[config.mk]
export PLATFORM = sky130hd
export DESIGN_NAME = hood_mode_ctrl
export DESIGN_NICKNAME = d
export VERILOG_FILES = /design/src/rtl/hood_pkg.sv /design/src/rtl/hood_sec_tick.sv /design/src/rtl/hood_mode_ctrl.sv
export SDC_FILE = /design/constraint.sdc
export NUM_CORES = 1
export LEC_CHECK = 0
export ABC_AREA = 1
export CAP_MARGIN = 20
export CORE_MARGIN = 8
export CORE_UTILIZATION = 50
export CTS_CLUSTER_SIZE = 14
export DETAILED_ROUTE_END_ITERATION = 10
export PLACE_DENSITY = 0.72
export SYNTH_ARGS = -nofsm -noshare
export SYNTH_HDL_FRONTEND = slang
export SYNTH_SLANG_ARGS = --single-unit
[constraint.sdc]
create_clock -name clk -period 3.76 [get_ports clk]
set_clock_uncertainty 0.05 [all_clocks]
set_input_delay 0.94 -clock clk [delete_from_list [all_inputs] [get_ports clk]]
set_output_delay 0.94 -clock clk [all_outputs]
set_load 0.05 [all_outputs]
[src/rtl/hood_pkg.sv]
// hood_pkg: shared mode encodings, fan level constants and default timing for the hood mode scheduler.
package hood_pkg;

   typedef enum logic [2:0] {
      OFF     = 3'd0,
      STANDBY = 3'd1,
      MENU    = 3'd2,
      LEVEL1  = 3'd3,
      LEVEL2  = 3'd4,
      LEVEL3  = 3'd5,
      RETURN  = 3'd6,
      CLEAN   = 3'd7
   } mode_t;

   localparam logic [1:0] FAN_OFF  = 2'd0;
   localparam logic [1:0] FAN_LOW  = 2'd1;
   localparam logic [1:0] FAN_MID  = 2'd2;
   localparam logic [1:0] FAN_HIGH = 2'd3;

   localparam int DEF_SECOND      = 100_000_000;
   localparam int DEF_L3_TIME     = 60;
   localparam int DEF_RETURN_TIME = 60;
   localparam int DEF_CLEAN_TIME  = 180;
   localparam int DEF_REMIND_SEC  = 36000;

   function automatic logic [1:0] fan_of(input mode_t m);
      return (m == LEVEL1) ? FAN_LOW :
             (m == LEVEL2) ? FAN_MID :
             (m == LEVEL3 || m == RETURN) ? FAN_HIGH : FAN_OFF;
   endfunction

endpackage

[src/rtl/hood_sec_tick.sv]
// hood_sec_tick: one-second prescaler; tick on the terminal count, restartable by clr.
module hood_sec_tick #(
   parameter int SECOND = 100_000_000
) (
   input  logic clk,
   input  logic rst,
   input  logic clr,
   output logic tick
);

   localparam int W = (SECOND > 1) ? $clog2(SECOND) : 1;

   logic [W-1:0] cnt;

   assign tick = (cnt == W'(SECOND - 1));

   always_ff @(posedge clk or negedge rst)
      if (!rst)
         cnt <= '0;
      else
         cnt <= (clr || tick) ? '0 : cnt + 1'b1;

endmodule

[src/rtl/hood_mode_ctrl.sv]
// hood_mode_ctrl: range-hood fan mode scheduler with timed level-3, return and self-clean states,
// countdown display value and accumulated run time with cleaning reminder.
module hood_mode_ctrl
   import hood_pkg::*;
#(
   parameter int SECOND      = DEF_SECOND,
   parameter int L3_TIME     = DEF_L3_TIME,
   parameter int RETURN_TIME = DEF_RETURN_TIME,
   parameter int CLEAN_TIME  = DEF_CLEAN_TIME,
   parameter int REMIND_SEC  = DEF_REMIND_SEC
) (
   input  logic        clk,
   input  logic        rst,
   input  logic        machine_state,
   input  logic        menu_pulse,
   input  logic        lvl1_pulse,
   input  logic        lvl2_pulse,
   input  logic        lvl3_pulse,
   input  logic        clean_pulse,
   output logic [2:0]  mode,
   output logic [1:0]  fan_level,
   output logic [7:0]  countdown_sec,
   output logic        hurricane_used,
   output logic [16:0] usage_sec,
   output logic        clean_reminder
);

   mode_t       state, state_n;
   logic [7:0]  cnt, cnt_n;
   logic        hurry, hurry_n;
   logic [16:0] usage, usage_n;
   logic        tick, clr, timed, last;

   hood_sec_tick #(.SECOND(SECOND)) u_tick (
      .clk  (clk),
      .rst  (rst),
      .clr  (clr),
      .tick (tick)
   );

   assign mode           = state;
   assign fan_level      = fan_of(state);
   assign countdown_sec  = cnt;
   assign hurricane_used = hurry;
   assign usage_sec      = usage;
   assign clean_reminder = (usage >= 17'(REMIND_SEC));
   assign timed          = (state == LEVEL3) || (state == RETURN) || (state == CLEAN);
   assign last           = tick && (cnt == 8'd1);
   // Restarting the prescaler on entry makes every timed state last exactly N seconds.
   assign clr            = (state_n != state);

   always_comb begin
      state_n = state;
      cnt_n   = (timed && tick && cnt != 8'd0) ? cnt - 8'd1 : cnt;
      hurry_n = hurry;
      usage_n = (tick && fan_level != FAN_OFF && usage != '1) ? usage + 17'd1 : usage;
      if (!machine_state) begin
         state_n = OFF;
         cnt_n   = 8'd0;
         hurry_n = 1'b0;
      end else begin
         case (state)
            OFF:     state_n = STANDBY;
            STANDBY: state_n = menu_pulse ? MENU : STANDBY;
            MENU: begin
               if (menu_pulse)
                  state_n = STANDBY;
               else if (lvl3_pulse && !hurry) begin
                  state_n = LEVEL3;
                  cnt_n   = 8'(L3_TIME);
                  hurry_n = 1'b1;
               end else if (lvl2_pulse)
                  state_n = LEVEL2;
               else if (lvl1_pulse)
                  state_n = LEVEL1;
               else if (clean_pulse) begin
                  state_n = CLEAN;
                  cnt_n   = 8'(CLEAN_TIME);
               end
            end
            LEVEL1, LEVEL2:
               state_n = menu_pulse ? STANDBY : lvl2_pulse ? LEVEL2 : lvl1_pulse ? LEVEL1 : state;
            LEVEL3: begin
               if (menu_pulse) begin
                  state_n = RETURN;
                  cnt_n   = 8'(RETURN_TIME);
               end else if (last)
                  state_n = LEVEL2;
            end
            RETURN:  state_n = last ? STANDBY : RETURN;
            CLEAN: begin
               if (last) begin
                  state_n = STANDBY;
                  usage_n = '0;
               end
            end
            default: state_n = OFF;
         endcase
      end
   end

   always_ff @(posedge clk or negedge rst)
      if (!rst) begin
         state <= OFF;
         cnt   <= '0;
         hurry <= 1'b0;
         usage <= '0;
      end else begin
         state <= state_n;
         cnt   <= cnt_n;
         hurry <= hurry_n;
         usage <= usage_n;
      end

endmodule
# Word-level counts from Yosys, hierarchy flattened

Index checks and enable logic that the tools add are counted.

Memory bits (writable): 0
Output and inout port bits: 32
Memory bits (read-only): 0
Latch bits: 0
Logic and storage cells: 74
Memories kept: 0
Bits in registers: 56

Shift-type cells: 0
$mul: 0
$lt $le $gt $ge: 1
Div/mod/pow operators: 0
Bitwise gates (word level): 0
Equal/unequal tests: 14
Add/subtract/negate cells: 3
Reductions and logical operators: 15
Mux-type cells: 36

Operators by type and width:

| cell                    | count |
|---|---|
| $mux W17                | 4 |
| $mux W8                 | 8 |
| $mux W3                 | 13 |
| $add A27 B1 Y27 const B | 1 |
| $eq A27 B27 Y1 const B  | 1 |
| $mux W27                | 1 |
| $pmux W3 S7             | 1 |
| $add A17 B1 Y17 const B | 1 |
| $ge A17 B16 Y1 const B  | 1 |
| $ne A17 B17 Y1 const B  | 1 |
| $pmux W8 S2             | 1 |
| $eq A3 B3 Y1 const B    | 4 |
| $eq A8 B1 Y1 const B    | 1 |
| $mux W2                 | 4 |
| $reduce_bool A8 Y1      | 1 |
| $sub A8 B1 Y8 const B   | 1 |
| $eq A3 B2 Y1 const B    | 2 |
| $logic_and A1 B1 Y1     | 6 |
| $mux W1                 | 4 |
| $ne A2 B1 Y1 const B    | 2 |
| $eq A3 B1 Y1 const B    | 1 |
| $logic_not A3 Y1        | 1 |
| $logic_or A1 B1 Y1      | 3 |
| $ne A3 B3 Y1            | 1 |
| 5 further kinds         | 5 |

# Depth between registers and ports, before layout

Gate-level depths: netlist of run 1.

Depth in word-level cells: 13
Mapped depth: 16

# Modules after synthesis

From an unflattened synthesis of run 1, not the netlist that was laid out.

Cell total of the unflattened synthesis: 545
Area total of the unflattened synthesis: 3739.8 um2

Modules (own cells, without submodules):

| module         | instances | area each (um2) | cells each |
|---|---|---|---|
| hood_mode_ctrl | 1         | 2108.3          | 308 |
| hood_sec_tick  | 1         | 1631.6          | 237 |

# Worst setup path before layout of run 1

Ideal clock, no wire load.

Kind: reg2out
From: register usage[5], in the netlist usage_sec[5]
To: output port clean_reminder
Required time: 2.770 ns
Slack: 0.948 ns
Cell stages (with the launch flop): 5
Buffers on the path: 0
Arrival time: 1.822 ns
Cells stage by stage: dfrtp_1 inv_1 o211ai_1 a21oi_1 o211ai_1

Cells in the longest elaborated chain, start to end: 1

Ends and longest elaborated chain:

| what                   | RTL line              | RTL |
|---|---|---|
| start, declared        | hood_mode_ctrl.sv:31  | `logic [16:0] usage, usage_n;` |
| start signal, assigned | hood_mode_ctrl.sv:112 | `usage <= usage_n;` |
| $ge A17 B16 Y1         | hood_mode_ctrl.sv:46  | `assign clean_reminder = (usage >= 17'(REMIND_SEC));` |
| end, declared          | hood_mode_ctrl.sv:25  | `output logic clean_reminder` |

No other way between the ends.

# Worst setup path in the final report of run 1

From: register state[0], in the netlist mode[0]
To: output port fan_level[0]

Cells in the longest elaborated chain, start to end: 5
Elaborated cells on any way between the ends: 8
Classes of those cells: eq/ne (4); mux (3); reduce/logical (1)

Ends and longest elaborated chain:

| what                   | RTL line              | RTL |
|---|---|---|
| start, declared        | hood_mode_ctrl.sv:28  | `mode_t state, state_n;` |
| start signal, assigned | hood_mode_ctrl.sv:109 | `state <= state_n;` |
| $eq A3 B3 Y1           | hood_pkg.sv:29        | `(m == LEVEL3 \|\| m == RETURN) ? FAN_HIGH : FAN_OFF;` |
| $logic_or A1 B1 Y1     | hood_pkg.sv:29        |  |
| $mux W2                | hood_pkg.sv:29        |  |
| $mux W2                | hood_pkg.sv:28        | `(m == LEVEL2) ? FAN_MID :` |
| $mux W2 (*)            | hood_pkg.sv:27        | `return (m == LEVEL1) ? FAN_LOW :` |
| end, declared          | hood_mode_ctrl.sv:21  | `output logic [1:0] fan_level,` |

Every way passes the cells marked *; elsewhere a longest branch is shown, timed or not.

==> results by group, run 1 <==
Global route
  – Number of global-route vias before repair: 3268
  – Largest net degree at the start of global routing: 39
  – Initial antenna violation count: 0
  – Remaining global-route overflow: 0
  – First-pass GRT wire length: 14.82 mm
  – GRT Util Overall: 17.31%

Drt
  – Routed wire length: 8.885 mm
  – WL/cell: 13.86 µm
  – First drt pass iteration count: 6
  – Via count: 3438
  – Post-route DRC: 0
  – Detailed Route Iter0 Violations: 220
  – Remaining antenna violation count: 0
  – Drt via density: 5.363

Pwr
  – Clk pwr share: 32.4%
  – Internal power: 874.5 µW
  – Combinational Power Share: 16.7%
  – Leak pwr: 0.001843 µW
  – Sequential Power Share: 50.9%
  – Power Dens Cells: 289.1 nW/µm²
  – Net Sw Power: 376.1 µW
  – Max rail drop VDD: 0.1527 mV
  – Sw frac: 30.07%

Placed design
  – PortBufs: 39
  – Routability Congestion: 0.9295
  – Final HPWL DP: 6.727 mm

Synth
  – Synth area leader: dfrtp_1
  – Ys Warns: 0
  – Syn_area_per_cell: 7.495 µm²
  – Post-synth top flop: dfrtp_1
  – Post-synth ARST share: 100.0%
  – Mapped Area: 3762 µm²
  – Post-synth EDFFs: 0
  – Number of synthesized register bits: 56
  – Synth cell types: 35
  – Synth area leaders: dfrtp_1 37%, nand2_1 11%, inv_1 6.6%
  – Post-synth top area share: 37.25%
  – Mapped Cells: 502
  – Syn Nets: 517
  – Sequential-to-total area share from yosys stat: 37.25%

Critical path
  – Crit-path max FO: 9
  – Kind of critical path: flip-flop to primary output
  – CP Launch Type: flip-flop
  – Crit end category: primary output
  – Critical Path AT: 2.31 ns
  – CP required: 2.77 ns

Layout
  – Fill count: 679
  – Multi-input logic area: 2032 µm²
  – P&R area growth vs syn: 14.97%
  – ANT cells: 0
  – Nets: 556
  – Layout cell share with drive strength beyond 1: 9.594%
  – Seq. cell area: 1401 µm²

STA
  – Hold Vio Cnt, Final: 0
  – Sum Neg Setup Slack: 0 ns
  – Min cycle time layout: 3.297 ns
  – Final Setup Violations: 0
  – F_max: 303.3 MHz
  – Final slew viol count: 0
  – Worst-Margin Slew: 0.8848 ns
  – Hold Slack: 0.4579 ns
  – RSZ-0062 raised after global routing: false
  – Rel. slew slack: 41.02%
  – Tcrit/Tclk final: 87.69%

Die
  – Row count: 31
  – Core Area: 7253 µm²
  – Die footprint: 10560 µm²
  – Initial Util: 51.87%
  – Die width: 102.7 µm
  – Die height: 102.7 µm
  – Top-level I/O count: 40

Min path
  – HP Class: flip-flop to flip-flop

Clocking
  – Clock Latency Late Sink: 0.31 ns
  – Bufs on Longest Clock Path: 2
  – TritonCTS sink count: 56
  – Setup Buffers After CTS: 0
  – H-tree lvl count: 2
  – # hold bufs at CTS: 0
  – Clk slew on worst S/H paths: 0.11 ns
  – CTS root buffer: clkbuf_8
  – CTS tree: built
  – Number of gates resized after cts: 0
  – CTS buffer count: 5

Status
  – Status: complete, no violations

Flow run
  – Max-capacitance violation count: 0
power by group through the flow:
stage               combinational, µW  clock, µW  sequential, µW
finish                            208        406             636
global route                      231        439             640
CTS                               212        417             636
detailed placement                210          0             648
global placement                  207          0             648
floorplan                         154          0             659
final timing paths:
check | cells past startpoint | slack (ns) | start | end
min in group asynchronous | 1 | 0.69 | rst | usage_sec[4]
worst min-delay path | 1 | 0.46 | u_tick.cnt[0] | u_tick.cnt[0]
max in group asynchronous | 2 | 2.18 | rst | u_tick.cnt[20]
worst max register to register | 13 | 1.30 | u_tick.cnt[0] | u_tick.cnt[3]
worst max-delay path | 7 | 0.46 | mode[0] | fan_level[0]
worst min register to register | 1 | 0.46 | u_tick.cnt[0] | u_tick.cnt[0]
metrics by stage:
stage | setup WS, ns | utilization (%) | cells | cell area [µm²] | power, µW
after floorplan | 0.9484 | - | 502 | 3762 | 813.6
after global placement | 0.8057 | 58.03 | 633 | 4209 | 854.9
after detailed placement | 0.6924 | 58.03 | 633 | 4209 | 858.2
after CTS | 0.4486 | 59.63 | 641 | 4325 | 1265
after global routing | 0.3102 | 59.63 | 641 | 4325 | 1310
final | 0.4627 | 59.63 | 641 | 4325 | 1251
sequential cells by signal, indices dropped and copies added, names as in the netlist:
signal,cells
usage_sec,17
hurricane_used,1
mode,3
u_tick.cnt,27
countdown_sec,8
layout by cell type (no fill, tap or decap), types with 2 or more instances in the layout:
cell type,n
nor4_1,5
nand2_2,5
a31oi_1,8
inv_1,66
clkdlybuf4s50_1,38
nand3_1,22
nor2_1,63
a211oi_1,3
o211ai_1,4
clkbuf_8,5
nand4_1,13
xor2_1,20
a21oi_1,18
o21ai_1,2
nor2_2,4
o21ai_0,18
nor3_1,28
nor3_2,23
xnor2_1,7
clkinv_4,2
nand2_1,106
dfrtp_1,56
nand3_2,2
nand3b_1,2
inv_2,3
ha_1,7
routing by layer:
| layer | vias to the layer above | GRT usage [%] | wire length, µm |
|---|---|---|---|
| met3 | 12 | 3.038 | 534 |
| met5 | - | 0 | 0 |
| met4 | 0 | 5.006 | 116 |
| met2 | 109 | 28.02 | 4072 |
| met1 | 1604 | 23.11 | 4161 |
| li1 | 1713 | - | - |
critical path, cell delays in order (launching register included):
cell and delay [ns]:
dfrtp_1 0.53, inv_1 0.14, nor2_1 0.14, inv_1 0.07, nor2_1 0.13, inv_1 0.08, nand3b_1 0.10, clkdlybuf4s50_1 0.81
cell usage after synthesis (all sizes together), types with 4 or more instances:
| library cell | count |
|---|---|
| nor4 | 5 |
| nand3 | 25 |
| nand2 | 111 |
| buf | 7 |
| ha | 7 |
| nand4 | 13 |
| o21ai | 20 |
| xor2 | 20 |
| o211ai | 4 |
| dfrtp | 56 |
| nor3 | 51 |
| nor2 | 68 |
| xnor2 | 7 |
| inv | 69 |
| a21oi | 18 |
| a31oi | 8 |
area by class of cell:
| class | instances | area share, % |
|---|---|---|
| Clock buffer | 5 | 1.591 |
| Clock inverter | 3 | 1.099 |
| Inverter | 69 | 5.988 |
| Multi-Input combinational cell | 369 | 46.98 |
| Sequential cell | 56 | 32.40 |
| Tap cell | 99 | 2.864 |
| Timing Repair Buffer | 40 | 9.083 |
cell families after synthesis:
| kind of cell | synth area share [%] |
|---|---|
| xor+xnor | 6.285 |
| buf+inv | 8.746 |
| fa+ha+maj | 2.328 |
| simple gates | 37.21 |
| compound gates | 8.181 |
| flops | 37.25 |
No activity file was read; power rests on OpenSTA's default activity.
==> run 2, diff against run 1 <==
--- a/config.mk
+++ b/config.mk
@@ -5,13 +5,15 @@
 export SDC_FILE = /design/constraint.sdc
 export NUM_CORES = 1
 export LEC_CHECK = 0
-export ABC_AREA = 1
+export ABC_AREA = 0
 export CAP_MARGIN = 20
 export CORE_MARGIN = 8
 export CORE_UTILIZATION = 50
 export CTS_CLUSTER_SIZE = 14
 export DETAILED_ROUTE_END_ITERATION = 10
-export PLACE_DENSITY = 0.72
+export PLACE_DENSITY = 0.73
+export REMOVE_ABC_BUFFERS = 1
 export SYNTH_ARGS = -nofsm -noshare
 export SYNTH_HDL_FRONTEND = slang
+export SYNTH_HIERARCHICAL = 1
 export SYNTH_SLANG_ARGS = --single-unit
==> run 2 against run 1 <==
Sequential share of layout area up 4.1 points. First-iteration DRC count rose by 28%. Non-clock buffer count grew 2. Final area fell by 11%. Critical endpoint is now clean_reminder. Sequential power decreased by 2%. Count of clock-buffer cells in the layout is 1 higher. Critical path type unchanged. Maximum frequency is 2.2% higher.
==> results by group, run 2 <==
Synth
  – Sequential-to-total area share from yosys stat: 41.56% (was 37.25%)
  – Syn_area_per_cell: 9.138 µm² (was 7.495 µm²)
  – Ys Warns: 6 (was 0)
  – Mapped Cells: 369 (was 502)
  – Post-synth top flop: dfrtp_1 (unchanged)
  – Synth area leader: dfrtp_1 (unchanged)
  – Post-synth ARST share: 100.0% (unchanged)
  – Number of synthesized register bits: 56 (unchanged)
  – Post-synth EDFFs: 0 (unchanged)
  – Synth cell types: 58 (was 35)
  – Post-synth top area share: 41.56% (was 37.25%)
  – Count leader, synth: dfrtp_1 (was nand2_1)
  – Mapped Area: 3372 µm² (was 3762 µm²)
  – Synth cell count leaders: 56 x dfrtp_1, 46 x nor2_1, 23 x nand2_1 (was 106 x nand2_1, 66 x inv_1, 63 x nor2_1)
  – Synth area leaders: dfrtp_1 42%, nor2_1 5.1%, xnor2_1 4.9% (was dfrtp_1 37%, nand2_1 11%, inv_1 6.6%)

Global route
  – Remaining global-route overflow: 0 (unchanged)
  – GRT Util Overall: 16.16% (was 17.31%)
  – Largest net degree at the start of global routing: 30 (was 39)
  – Number of global-route vias before repair: 2810 (was 3268)
  – First-pass GRT wire length: 13.07 mm (was 14.82 mm)
  – Initial antenna violation count: 0 (unchanged)

Layout
  – Most frequent cells in the layout: 56 x dfrtp_1, 46 x nor2_1, 38 x clkdlybuf4s50_1, 23 x nand2_1, 22 x a21oi_1 (was 106 x nand2_1, 66 x inv_1, 63 x nor2_1, 56 x dfrtp_1, 38 x clkdlybuf4s50_1)
  – Nets: 417 (was 556)
  – Final Core Density: 57.76% (was 59.63%)
  – ANT cells: 0 (unchanged)
  – Layout cell share with drive strength beyond 1: 5.707% (was 9.594%)
  – Max FFs per register: 27 (unchanged)
  – Fill count: 607 (was 679)
  – Multi-input logic area: 1787 µm² (was 2032 µm²)
  – P&R area growth vs syn: 13.80% (was 14.97%)
  – Commonest non-fill, non-tap cell in the layout: dfrtp_1 (was nand2_1)
  – Seq. cell area: 1401 µm² (unchanged)
  – Reg with most FFs: u_tick/cnt (was u_tick.cnt)

Placed design
  – PortBufs: 39 (unchanged)
  – Final HPWL DP: 5.461 mm (was 6.727 mm)
  – Routability Congestion: 0.9032 (was 0.9295)

STA
  – Rel. slew slack: 57.37% (was 41.02%)
  – Min cycle time layout: 3.225 ns (was 3.297 ns)
  – RSZ-0062 raised after global routing: false (unchanged)
  – Sum Neg Setup Slack: 0 ns (unchanged)
  – Hold Vio Cnt, Final: 0 (unchanged)
  – Tcrit/Tclk final: 85.78% (was 87.69%)
  – Final Setup Violations: 0 (unchanged)
  – Final slew viol count: 0 (unchanged)
  – Worst-Margin Slew: 0.6395 ns (was 0.8848 ns)
  – F_max: 310.0 MHz (was 303.3 MHz)

Die
  – Row count: 30 (was 31)
  – Initial Util: 50.75% (was 51.87%)
  – Die height: 98.12 µm (was 102.7 µm)
  – Die footprint: 9628 µm² (was 10560 µm²)
  – Core Area: 6644 µm² (was 7253 µm²)
  – Top-level I/O count: 40 (unchanged)
  – Die width: 98.12 µm (was 102.7 µm)

Drt
  – First drt pass iteration count: 4 (was 6)
  – Detailed Route Iter0 Violations: 282 (was 220)
  – WL/cell: 15.41 µm (was 13.86 µm)
  – Via count: 2872 (was 3438)
  – Post-route DRC: 0 (unchanged)
  – Remaining antenna violation count: 0 (unchanged)
  – Routed wire length: 7.442 mm (was 8.885 mm)
  – Drt via density: 5.946 (was 5.363)

Clocking
  – TritonCTS sink count: 56 (unchanged)
  – Clk slew on worst S/H paths: 0.09 ns (was 0.11 ns)
  – Setup Buffers After CTS: 0 (unchanged)
  – Bufs on Longest Clock Path: 2 (unchanged)
  – CTS buffer count: 5 (unchanged)
  – H-tree lvl count: 2 (unchanged)
  – CTS tree: built (unchanged)
  – Number of gates resized after cts: 0 (unchanged)
  – CTS root buffer: clkbuf_8 (unchanged)
  – # hold bufs at CTS: 0 (unchanged)
  – Clock Latency Late Sink: 0.31 ns (about the same)

Flow run
  – Max-capacitance violation count: 0 (unchanged)

Status
  – Status: complete, no violations (unchanged)

Pwr
  – Power Dens Cells: 272.7 nW/µm² (was 289.1 nW/µm²)
  – Max rail drop VDD: 0.1476 mV (was 0.1527 mV)
  – Leak pwr: 0.001532 µW (was 0.001843 µW)
  – Design Power: 1047 µW (was 1251 µW)

Critical path
  – Crit-path max FO: 5 (was 9)
  – Kind of critical path: flip-flop to primary output (unchanged)
  – CP Launch Type: flip-flop (unchanged)
  – Critical Path AT: 2.24 ns (was 2.31 ns)
  – CP required: 2.77 ns (about the same)
  – Crit end category: primary output (unchanged)

Min path
  – HP Class: flip-flop to flip-flop (unchanged)
run 2: cell types whose count changed after synthesis, moves of 9 or more:
cell,before,now
nand2_1,106,23
inv_1,66,17
nor3_2,23,1
nor2_1,63,46
nor3_1,28,12
xnor2_1,7,19
or3_1,1,10
run 2: per-layer routing:
layer,vias to the layer above,GRT usage (%),wire length (µm)
met5,-,0,0
met4,0,6.115,96
met3,6,3.272,343
met2,72,27.61,3582
met1,1385,19.50,3419
li1,1409,-,-
run 2: cell type report:
type	instances	area share [%]
clock buffer	6	1.891
clock inverter	1	0.1304
multi-input combinational	281	46.56
tap	80	2.608
inverter	17	1.663
timing repair buffer	42	10.63
sequential	56	36.52
run 2: stage by stage:
step | cells | worst slack, ns | hold WS [ns] | instance area, µm²
3_3_place_gp | 476 | 0.6775 | 0.3898 | 3760
4_1_cts | 483 | 0.5206 | 0.4109 | 3837
5_1_grt | 483 | 0.3750 | 0.4418 | 3837
3_5_place_dp | 476 | 0.5697 | 0.3977 | 3760
6_report | 483 | 0.5346 | 0.4070 | 3837
2_1_floorplan | 354 | 0.7382 | 0.3751 | 3252
run 2: worst max-delay path: stages (launching register included):
cell and delay (ns):
dfrtp_1 0.44, o21ai_0 0.19, a21oi_1 0.09, o41ai_1 0.37, nand2b_1 0.10, clkdlybuf4s50_1 0.72
run 2: path summary, 6_finish.rpt:
| path | slack [ns] | start | cells past startpoint | to |
|---|---|---|---|---|
| min in group asynchronous | 0.59 | rst | 1 | usage_sec[0] |
| worst max-delay path | 0.53 | usage_sec[5] | 5 | clean_reminder |
| max in group asynchronous | 2.25 | rst | 2 | countdown_sec[1] |
| worst min register to register | 0.41 | u_tick/cnt[0] | 1 | u_tick/cnt[0] |
| worst min-delay path | 0.41 | u_tick/cnt[0] | 1 | u_tick/cnt[0] |
| worst max register to register | 0.73 | u_tick/cnt[3] | 12 | u_tick/cnt[4] |
run 2: power by group:
group	internal, µW	leakage (µW)	switching [µW]
Clock	127	0.0000410	187
Combinational	37.0	0.000802	71.9
Sequential	610	0.000690	13.2
Total	775	0.00153	272
run 2: cell families (layout without fill, tap and decap cells):
kind of cell,after synthesis,in the layout,share of synthesized area (%)
buf+inv,32,66,5.454
compound gates,72,72,14.10
xor+xnor,32,32,8.312
fa+ha+maj,6,6,2.226
mux,2,2,0.5937
simple gates,169,169,27.76
flops,56,56,41.56
